## src/rtl/lsu_port_arbiter_if.sv

```systemverilog
`default_nettype none
// ============================================================================
// Module   : lsu_port_arbiter_if
// Brief    : Lane-side and memory-side handshake bundle for lsu_port_arbiter.
// Revision : 1.0
// ============================================================================
interface lsu_port_arbiter_if #(
  parameter int ADDR_W = 32
);
  logic              flush;
  logic              req0;
  logic              req1;
  logic              we0;
  logic              we1;
  logic [ADDR_W-1:0] addr0;
  logic [ADDR_W-1:0] addr1;
  logic [31:0]       wdata0;
  logic [31:0]       wdata1;
  logic [2:0]        load_type0;
  logic [2:0]        load_type1;
  logic [1:0]        store_type0;
  logic [1:0]        store_type1;
  logic              done0;
  logic              done1;
  logic [31:0]       rdata0;
  logic [31:0]       rdata1;
  logic              err0;
  logic              err1;
  logic              busy;
  logic              mem_req;
  logic              mem_we;
  logic [ADDR_W-1:0] mem_addr;
  logic [31:0]       mem_wdata;
  logic [3:0]        mem_be;
  logic              mem_gnt;
  logic              mem_rvalid;
  logic [31:0]       mem_rdata;

  modport slave (
    input  flush, req0, req1, we0, we1, addr0, addr1, wdata0, wdata1,
           load_type0, load_type1, store_type0, store_type1,
           mem_gnt, mem_rvalid, mem_rdata,
    output done0, done1, rdata0, rdata1, err0, err1, busy,
           mem_req, mem_we, mem_addr, mem_wdata, mem_be
  );

  modport master (
    output flush, req0, req1, we0, we1, addr0, addr1, wdata0, wdata1,
           load_type0, load_type1, store_type0, store_type1,
           mem_gnt, mem_rvalid, mem_rdata,
    input  done0, done1, rdata0, rdata1, err0, err1, busy,
           mem_req, mem_we, mem_addr, mem_wdata, mem_be
  );
endinterface
`default_nettype wire

```

## src/rtl/lsu_port_arbiter.sv

```systemverilog
`default_nettype none
// ============================================================================
// Module   : lsu_port_arbiter
// Brief    : Serialises lane 0/1 loads and stores onto one data-memory port.
//            Macro LSU_ARB_MISALIGN_CHECK_EN enables misalignment faults.
// Revision : 1.0
// ============================================================================
module lsu_port_arbiter #(
  parameter int ADDR_W = 32
) (
  input  logic              clk,
  input  logic              rst_n,
  lsu_port_arbiter_if.slave bus
);

  typedef enum logic [2:0] {
    S_IDLE  = 3'd0,
    S_REQ   = 3'd1,
    S_WAIT  = 3'd2,
    S_DONE  = 3'd3,
    S_DRAIN = 3'd4
  } state_t;

`ifdef LSU_ARB_MISALIGN_CHECK_EN
  localparam logic C_MISALIGN_EN = 1'b1;
`else
  localparam logic C_MISALIGN_EN = 1'b0;
`endif

  state_t            r_state;
  logic              r_sel;
  logic              r_we;
  logic [2:0]        r_lt;
  logic [1:0]        r_off;
  logic              r_skip;
  logic              r_err;
  logic              r_mem_req;
  logic              r_mem_we;
  logic [ADDR_W-1:0] r_mem_addr;
  logic [31:0]       r_mem_wdata;
  logic [3:0]        r_mem_be;
  logic [31:0]       r_rdata0;
  logic [31:0]       r_rdata1;

  logic              w_sel;
  logic              w_we;
  logic [ADDR_W-1:0] w_addr;
  logic [31:0]       w_wdata;
  logic [2:0]        w_lt;
  logic [1:0]        w_st;
  logic              w_is_half;
  logic              w_is_word;
  logic              w_bad_type;
  logic              w_misalign;
  logic              w_skip;
  logic [3:0]        w_be;
  logic [31:0]       w_wdata_lane;
  logic [7:0]        w_byte;
  logic [15:0]       w_half;
  logic [31:0]       w_load_ext;

  // Lane 1 is only considered when lane 0 (the older instruction) is idle.
  assign w_sel   = ~bus.req0;
  assign w_we    = w_sel ? bus.we1         : bus.we0;
  assign w_addr  = w_sel ? bus.addr1       : bus.addr0;
  assign w_wdata = w_sel ? bus.wdata1      : bus.wdata0;
  assign w_lt    = w_sel ? bus.load_type1  : bus.load_type0;
  assign w_st    = w_sel ? bus.store_type1 : bus.store_type0;

  always_comb begin
    w_is_half    = 1'b0;
    w_is_word    = 1'b0;
    w_bad_type   = 1'b0;
    w_be         = 4'b1111;
    w_wdata_lane = w_wdata;
    if (w_we) begin
      case (w_st)
        2'b01: begin
          w_be         = 4'b0001 << w_addr[1:0];
          w_wdata_lane = {4{w_wdata[7:0]}};
        end
        2'b10: begin
          w_is_half    = 1'b1;
          w_be         = w_addr[1] ? 4'b1100 : 4'b0011;
          w_wdata_lane = {2{w_wdata[15:0]}};
        end
        2'b11:   w_is_word  = 1'b1;
        default: w_bad_type = 1'b1;
      endcase
    end else begin
      case (w_lt)
        3'b001, 3'b010: begin
          w_is_half = 1'b0;
        end
        3'b011, 3'b100: w_is_half  = 1'b1;
        3'b101:         w_is_word  = 1'b1;
        default:        w_bad_type = 1'b1;
      endcase
    end
  end

  assign w_misalign = C_MISALIGN_EN &
                      ((w_is_half & w_addr[0]) | (w_is_word & (w_addr[1:0] != 2'b00)));
  assign w_skip     = w_bad_type | w_misalign;

  // Halfword lane selection deliberately ignores addr[0].
  assign w_byte = 8'(bus.mem_rdata >> {r_off, 3'b000});
  assign w_half = 16'(bus.mem_rdata >> {r_off[1], 4'b0000});

  always_comb begin
    case (r_lt)
      3'b001:  w_load_ext = {{24{w_byte[7]}}, w_byte};
      3'b010:  w_load_ext = {24'd0, w_byte};
      3'b011:  w_load_ext = {{16{w_half[15]}}, w_half};
      3'b100:  w_load_ext = {16'd0, w_half};
      default: w_load_ext = bus.mem_rdata;
    endcase
  end

  always_ff @(posedge clk or negedge rst_n) begin
    if (!rst_n) begin
      r_state     <= S_IDLE;
      r_sel       <= 1'b0;
      r_we        <= 1'b0;
      r_lt        <= 3'd0;
      r_off       <= 2'd0;
      r_skip      <= 1'b0;
      r_err       <= 1'b0;
      r_mem_req   <= 1'b0;
      r_mem_we    <= 1'b0;
      r_mem_addr  <= '0;
      r_mem_wdata <= 32'd0;
      r_mem_be    <= 4'd0;
      r_rdata0    <= 32'd0;
      r_rdata1    <= 32'd0;
    end else begin
      case (r_state)
        S_IDLE: begin
          if (!bus.flush && (bus.req0 || bus.req1)) begin
            r_sel       <= w_sel;
            r_we        <= w_we;
            r_lt        <= w_lt;
            r_off       <= w_addr[1:0];
            r_skip      <= w_skip;
            r_err       <= w_misalign;
            r_mem_req   <= ~w_skip;
            r_mem_we    <= w_we & ~w_skip;
            r_mem_addr  <= {w_addr[ADDR_W-1:2], 2'b00};
            r_mem_wdata <= w_wdata_lane;
            r_mem_be    <= w_be;
            if (w_sel) r_rdata1 <= 32'd0;
            else       r_rdata0 <= 32'd0;
            r_state     <= S_REQ;
          end
        end
        S_REQ: begin
          if (r_skip) begin
            r_state <= bus.flush ? S_IDLE : S_DONE;
          end else if (bus.mem_gnt) begin
            r_mem_req <= 1'b0;
            r_mem_we  <= 1'b0;
            // A store granted alongside a flush has already been written.
            if (bus.flush) r_state <= r_we ? S_IDLE : S_DRAIN;
            else           r_state <= r_we ? S_DONE : S_WAIT;
          end else if (bus.flush) begin
            r_mem_req <= 1'b0;
            r_mem_we  <= 1'b0;
            r_state   <= S_IDLE;
          end
        end
        S_WAIT: begin
          if (bus.flush) begin
            r_state <= bus.mem_rvalid ? S_IDLE : S_DRAIN;
          end else if (bus.mem_rvalid) begin
            if (r_sel) r_rdata1 <= w_load_ext;
            else       r_rdata0 <= w_load_ext;
            r_state <= S_DONE;
          end
        end
        S_DONE: begin
          r_state <= S_IDLE;
        end
        S_DRAIN: begin
          if (bus.mem_rvalid) r_state <= S_IDLE;
        end
        default: r_state <= S_IDLE;
      endcase
    end
  end

  assign bus.done0     = (r_state == S_DONE) & ~r_sel & ~bus.flush;
  assign bus.done1     = (r_state == S_DONE) &  r_sel & ~bus.flush;
  assign bus.err0      = bus.done0 & r_err;
  assign bus.err1      = bus.done1 & r_err;
  assign bus.rdata0    = r_rdata0;
  assign bus.rdata1    = r_rdata1;
  assign bus.busy      = (r_state != S_IDLE);
  assign bus.mem_req   = r_mem_req;
  assign bus.mem_we    = r_mem_we;
  assign bus.mem_addr  = r_mem_addr;
  assign bus.mem_wdata = r_mem_wdata;
  assign bus.mem_be    = r_mem_be;

endmodule
`default_nettype wire

```

## src/flat_wrapper.sv

```systemverilog
// flat-port wrapper written by rule: the top's interface ports become plain ports
module lsu_port_arbiter_flat 
#(
  parameter int ADDR_W = 32
)
  (clk, rst_n, bus_flush, bus_req0, bus_req1, bus_we0, bus_we1, bus_addr0, bus_addr1, bus_wdata0, bus_wdata1, bus_load_type0, bus_load_type1, bus_store_type0, bus_store_type1, bus_mem_gnt, bus_mem_rvalid, bus_mem_rdata, bus_done0, bus_done1, bus_rdata0, bus_rdata1, bus_err0, bus_err1, bus_busy, bus_mem_req, bus_mem_we, bus_mem_addr, bus_mem_wdata, bus_mem_be);
  lsu_port_arbiter_if #(.ADDR_W(ADDR_W)) bus_i ();
  input  logic clk;
  input  logic rst_n;
  input wire logic [$bits(bus_i.flush)-1:0] bus_flush;
  input wire logic [$bits(bus_i.req0)-1:0] bus_req0;
  input wire logic [$bits(bus_i.req1)-1:0] bus_req1;
  input wire logic [$bits(bus_i.we0)-1:0] bus_we0;
  input wire logic [$bits(bus_i.we1)-1:0] bus_we1;
  input wire logic [$bits(bus_i.addr0)-1:0] bus_addr0;
  input wire logic [$bits(bus_i.addr1)-1:0] bus_addr1;
  input wire logic [$bits(bus_i.wdata0)-1:0] bus_wdata0;
  input wire logic [$bits(bus_i.wdata1)-1:0] bus_wdata1;
  input wire logic [$bits(bus_i.load_type0)-1:0] bus_load_type0;
  input wire logic [$bits(bus_i.load_type1)-1:0] bus_load_type1;
  input wire logic [$bits(bus_i.store_type0)-1:0] bus_store_type0;
  input wire logic [$bits(bus_i.store_type1)-1:0] bus_store_type1;
  input wire logic [$bits(bus_i.mem_gnt)-1:0] bus_mem_gnt;
  input wire logic [$bits(bus_i.mem_rvalid)-1:0] bus_mem_rvalid;
  input wire logic [$bits(bus_i.mem_rdata)-1:0] bus_mem_rdata;
  output wire logic [$bits(bus_i.done0)-1:0] bus_done0;
  output wire logic [$bits(bus_i.done1)-1:0] bus_done1;
  output wire logic [$bits(bus_i.rdata0)-1:0] bus_rdata0;
  output wire logic [$bits(bus_i.rdata1)-1:0] bus_rdata1;
  output wire logic [$bits(bus_i.err0)-1:0] bus_err0;
  output wire logic [$bits(bus_i.err1)-1:0] bus_err1;
  output wire logic [$bits(bus_i.busy)-1:0] bus_busy;
  output wire logic [$bits(bus_i.mem_req)-1:0] bus_mem_req;
  output wire logic [$bits(bus_i.mem_we)-1:0] bus_mem_we;
  output wire logic [$bits(bus_i.mem_addr)-1:0] bus_mem_addr;
  output wire logic [$bits(bus_i.mem_wdata)-1:0] bus_mem_wdata;
  output wire logic [$bits(bus_i.mem_be)-1:0] bus_mem_be;
  assign bus_i.flush = bus_flush;
  assign bus_i.req0 = bus_req0;
  assign bus_i.req1 = bus_req1;
  assign bus_i.we0 = bus_we0;
  assign bus_i.we1 = bus_we1;
  assign bus_i.addr0 = bus_addr0;
  assign bus_i.addr1 = bus_addr1;
  assign bus_i.wdata0 = bus_wdata0;
  assign bus_i.wdata1 = bus_wdata1;
  assign bus_i.load_type0 = bus_load_type0;
  assign bus_i.load_type1 = bus_load_type1;
  assign bus_i.store_type0 = bus_store_type0;
  assign bus_i.store_type1 = bus_store_type1;
  assign bus_i.mem_gnt = bus_mem_gnt;
  assign bus_i.mem_rvalid = bus_mem_rvalid;
  assign bus_i.mem_rdata = bus_mem_rdata;
  assign bus_done0 = bus_i.done0;
  assign bus_done1 = bus_i.done1;
  assign bus_rdata0 = bus_i.rdata0;
  assign bus_rdata1 = bus_i.rdata1;
  assign bus_err0 = bus_i.err0;
  assign bus_err1 = bus_i.err1;
  assign bus_busy = bus_i.busy;
  assign bus_mem_req = bus_i.mem_req;
  assign bus_mem_we = bus_i.mem_we;
  assign bus_mem_addr = bus_i.mem_addr;
  assign bus_mem_wdata = bus_i.mem_wdata;
  assign bus_mem_be = bus_i.mem_be;
  lsu_port_arbiter #(.ADDR_W(ADDR_W)) u_core (.clk(clk), .rst_n(rst_n), .bus(bus_i));
endmodule
```

## config.mk

```make
export PLATFORM = sky130hd
export DESIGN_NAME = lsu_port_arbiter_flat
export DESIGN_NICKNAME = d
export VERILOG_FILES = /design/src/rtl/lsu_port_arbiter_if.sv /design/src/rtl/lsu_port_arbiter.sv /design/src/flat_wrapper.sv
export SDC_FILE = /design/constraint.sdc
export NUM_CORES = 1
export LEC_CHECK = 0
export CAP_MARGIN = 20
export CELL_PAD_IN_SITES_DETAIL_PLACEMENT = 1
export CELL_PAD_IN_SITES_GLOBAL_PLACEMENT = 1
export CORE_UTILIZATION = 34
export DETAILED_ROUTE_END_ITERATION = 16
export PLACE_DENSITY_LB_ADDON = 0.1
export SYNTH_ARGS = -nofsm -noshare
export SYNTH_HDL_FRONTEND = slang
export SYNTH_SLANG_ARGS = --single-unit
```

## constraint.sdc

```tcl
create_clock -name clk -period 5 [get_ports clk]
set_input_delay 0.5 -clock clk [delete_from_list [all_inputs] [get_ports clk]]
set_output_delay 0.5 -clock clk [all_outputs]
set_load 0.05 [all_outputs]
```

==> flow_summary.toml <==
[synth]
synth_area_leader_cell = "dfrtp_1"
synthCells = 745
synth_cell_types = 66
synth_area_leaders = "dfrtp_1 48%, mux2i_1 6.4%, o21ai_0 5.3%"
ys_async_sr_fraction_pct = 100
yosysWarningCount = 0
ys.flop_type = "dfrtp_1"
ys_ff_latch = 143
ys_seq_area_share_pct = 48.4
synth_common_cells = "143 x dfrtp_1, 105 x nand2_1, 79 x o21ai_0"
syn_avg_cell_area_um2 = 9.92
synth_edf_count = 0
yosysMostFrequentCell = "dfrtp_1"
synth_area_mm2 = 0.00739
synth_top_area_share_pct = 48.4

[layout]
final_nets = 1208
drive_gt1_share_pct = 9.14
design_area_mm2 = 0.0112
fillCellCount = 2352
diodes = 0
area_growth_pct = 51.4

[placed_design]
io_buffer_count = 313
dp_hpwl_um = 19500
placed_area_mm2 = 0.0106
place_congestion = 0.813

[clock_tree]
cts_tree = "done"
cts.clk_slew.worst_paths_ns = 0.07
cts-resized-gates = 0
h-tree-depth = 4
clockRootBuffer = "clkbuf_16"
cts_hold_buf = 0
clock_path_buffers = 2
post-cts-setup-buffers = 0
numCtsBuffers = 17
cts.sinks = 143
clock_latency_ns = 0.43

[global_route]
grt_start_max_net_pins = 102
antenna_found_initial = 1
grt-ovfl-total = 0
grt_first_pass_wirelength_um = 40500
grt_pass1_vias = 7212
grtUsageTotal_pct = 24.2

[power_and_ir_drop]
power.leakage_nw = 4.66
ir_drop_v = 0.000256
power.density_mw_per_mm2 = 657

[critical_path]
cp-start-kind = "input port"
worstSetupEndpointType = "output port"
reg2reg_from = "u_core.r_state[2]"
r2r_cells = 4
r2r_slack_ns = 2.27
r2r_end = "u_core.bus.rdata0[25]"
path_class = "in2out"
worstPathRequired_ns = 4.50
crit_arrival_ns = 2.52
path_max_fanout = 7

[die]
ios = 318
core-area_mm2 = 0.0212
core.rowCount = 53
initial_core_util_pct = 34.9
die_x_um = 149
dieArea_mm2 = 0.0223
die_y_um = 149

[route]
drc = 0
dr_total_vias = 6917
dr.pass1.iters = 4
ant_nets = 0
wl_per_cell_um = 20.1
drt_iter0_drc = 302
wl_um = 26400
routed_via_density = 5.26

[sta]
maxSlewViolCount = 0
finalClockSkew_ns = 0.0100
period_minus_slack_ns = 3.02
worst_pin_slew_ns = 1.06
finalCritPeriodShare_pct = 60.3
relSlewSlack_pct = 29.3
hold_viol = 0
max_freq_mhz = 332
rsz0062_at_grt = "no"
setup_tns_ns = 0
setup_viol = 0

[hold_path]
holdCritPathClass = "in2async"

[outcome]
outcome = "finished, final reports clean"

[job]
drv_cap = 0
-- routing by layer --
metal | track usage, % | routed length [um] | part of all wire [%]
met5 | 0 | 17 | 0.064
met4 | 8.27 | 595 | 2.3
met3 | 8.48 | 2150 | 8.2
met2 | 40.8 | 13100 | 50
met1 | 28.4 | 10500 | 40
-- layout make-up --
cell class	count	area, um^2	area share, %
sequential	143	3580	32.0
multi-input combinational	536	3510	31.4
timing repair buffer	318	3170	28.3
clock buffer	17	425	3.80
tap	275	344	3.07
clock inverter	15	125	1.12
inverter	10	37.5	0.335
-- cells by family (layout without fill, tap and decap cells) --
| kind of cell | Yosys count | in the layout | share of synthesized area (%) |
|---|---|---|---|
| flops | 143 | 143 | 48.4 |
| buf+inv | 69 | 360 | 4.49 |
| compound gates | 197 | 197 | 18.6 |
| fa+ha+maj | 3 | 3 | 0.508 |
| simple gates | 248 | 248 | 15.8 |
| xor+xnor | 2 | 2 | 0.237 |
| mux | 82 | 82 | 11.9 |
| other cells | 1 | 4 | 0.0507 |
-- per-stage QoR --
stage / power, W / setup slack (ns) / utilization (%) / instances / hold WS, ns
after floorplan: 0.00464 / 2.18 / - / 748 / 0.204
after detailed placement: 0.00617 / 1.79 / 50.3 / 1282 / 0.465
after global placement: 0.00612 / 1.94 / 50.3 / 1282 / 0.457
after CTS: 0.00742 / 1.97 / 52.9 / 1314 / 0.241
after global routing: 0.00774 / 1.90 / 52.9 / 1314 / 0.223
final: 0.00735 / 1.98 / 52.9 / 1314 / 0.169
-- power breakdown --
group	internal (W)	leakage, nW	switching [W]
Clock	0.000653	0.271	0.000566
Combinational	0.00138	2.56	0.00274
Sequential	0.00164	1.82	0.000382
-- how the worst max path moves through the flow --
stage	slack, ns	startpoint	depth (start not counted)	end
global placement	1.94	bus_flush	5	u_core.bus.rdata0[25]
finish	1.98	bus_flush	4	bus_done0
CTS	1.97	bus_flush	4	bus_done0
global route	1.90	bus_flush	4	bus_done0
floorplan	2.18	bus_flush	2	bus_done0
detailed placement	1.79	bus_flush	5	u_core.bus.rdata0[25]
-- registers in the layout (all words and copies together), names as in the netlist, 2 cells and up --
name and count:
u_core.bus.rdata0 32, u_core.bus.mem_addr 30, u_core.r_state 3, u_core.r_lt 3, u_core.bus.mem_wdata 32, u_core.r_off 2
u_core.bus.rdata1 32, u_core.bus.mem_be 4
-- critical path, stage by stage --
cell	delay, ns
clkdlybuf4s50_1	0.58
nor2b_2	0.30
nor4b_1	0.27
clkdlybuf4s50_1	0.87
-- cell usage in the layout, fill, tap and decap left out, drive strengths merged, types with 4 or more instances in the layout --
| master | instances |
|---|---|
| clkdlybuf4s50 | 311 |
| dfrtp | 143 |
| nand2 | 105 |
| o21ai | 80 |
| nor2 | 63 |
| mux2i | 47 |
| mux2 | 34 |
| nor3 | 22 |
| o31ai | 21 |
| a221oi | 20 |
| inv | 20 |
| clkbuf | 17 |
| o2bb2ai | 16 |
| a211oi | 15 |
| nor2b | 12 |
| a31oi | 11 |
| or3 | 10 |
| buf | 7 |
| o41ai | 7 |
| nand2b | 6 |
| nand3 | 6 |
| a21oi | 6 |
| conb | 4 |
| nor4 | 4 |
No activity file was read; power rests on OpenSTA's default activity.
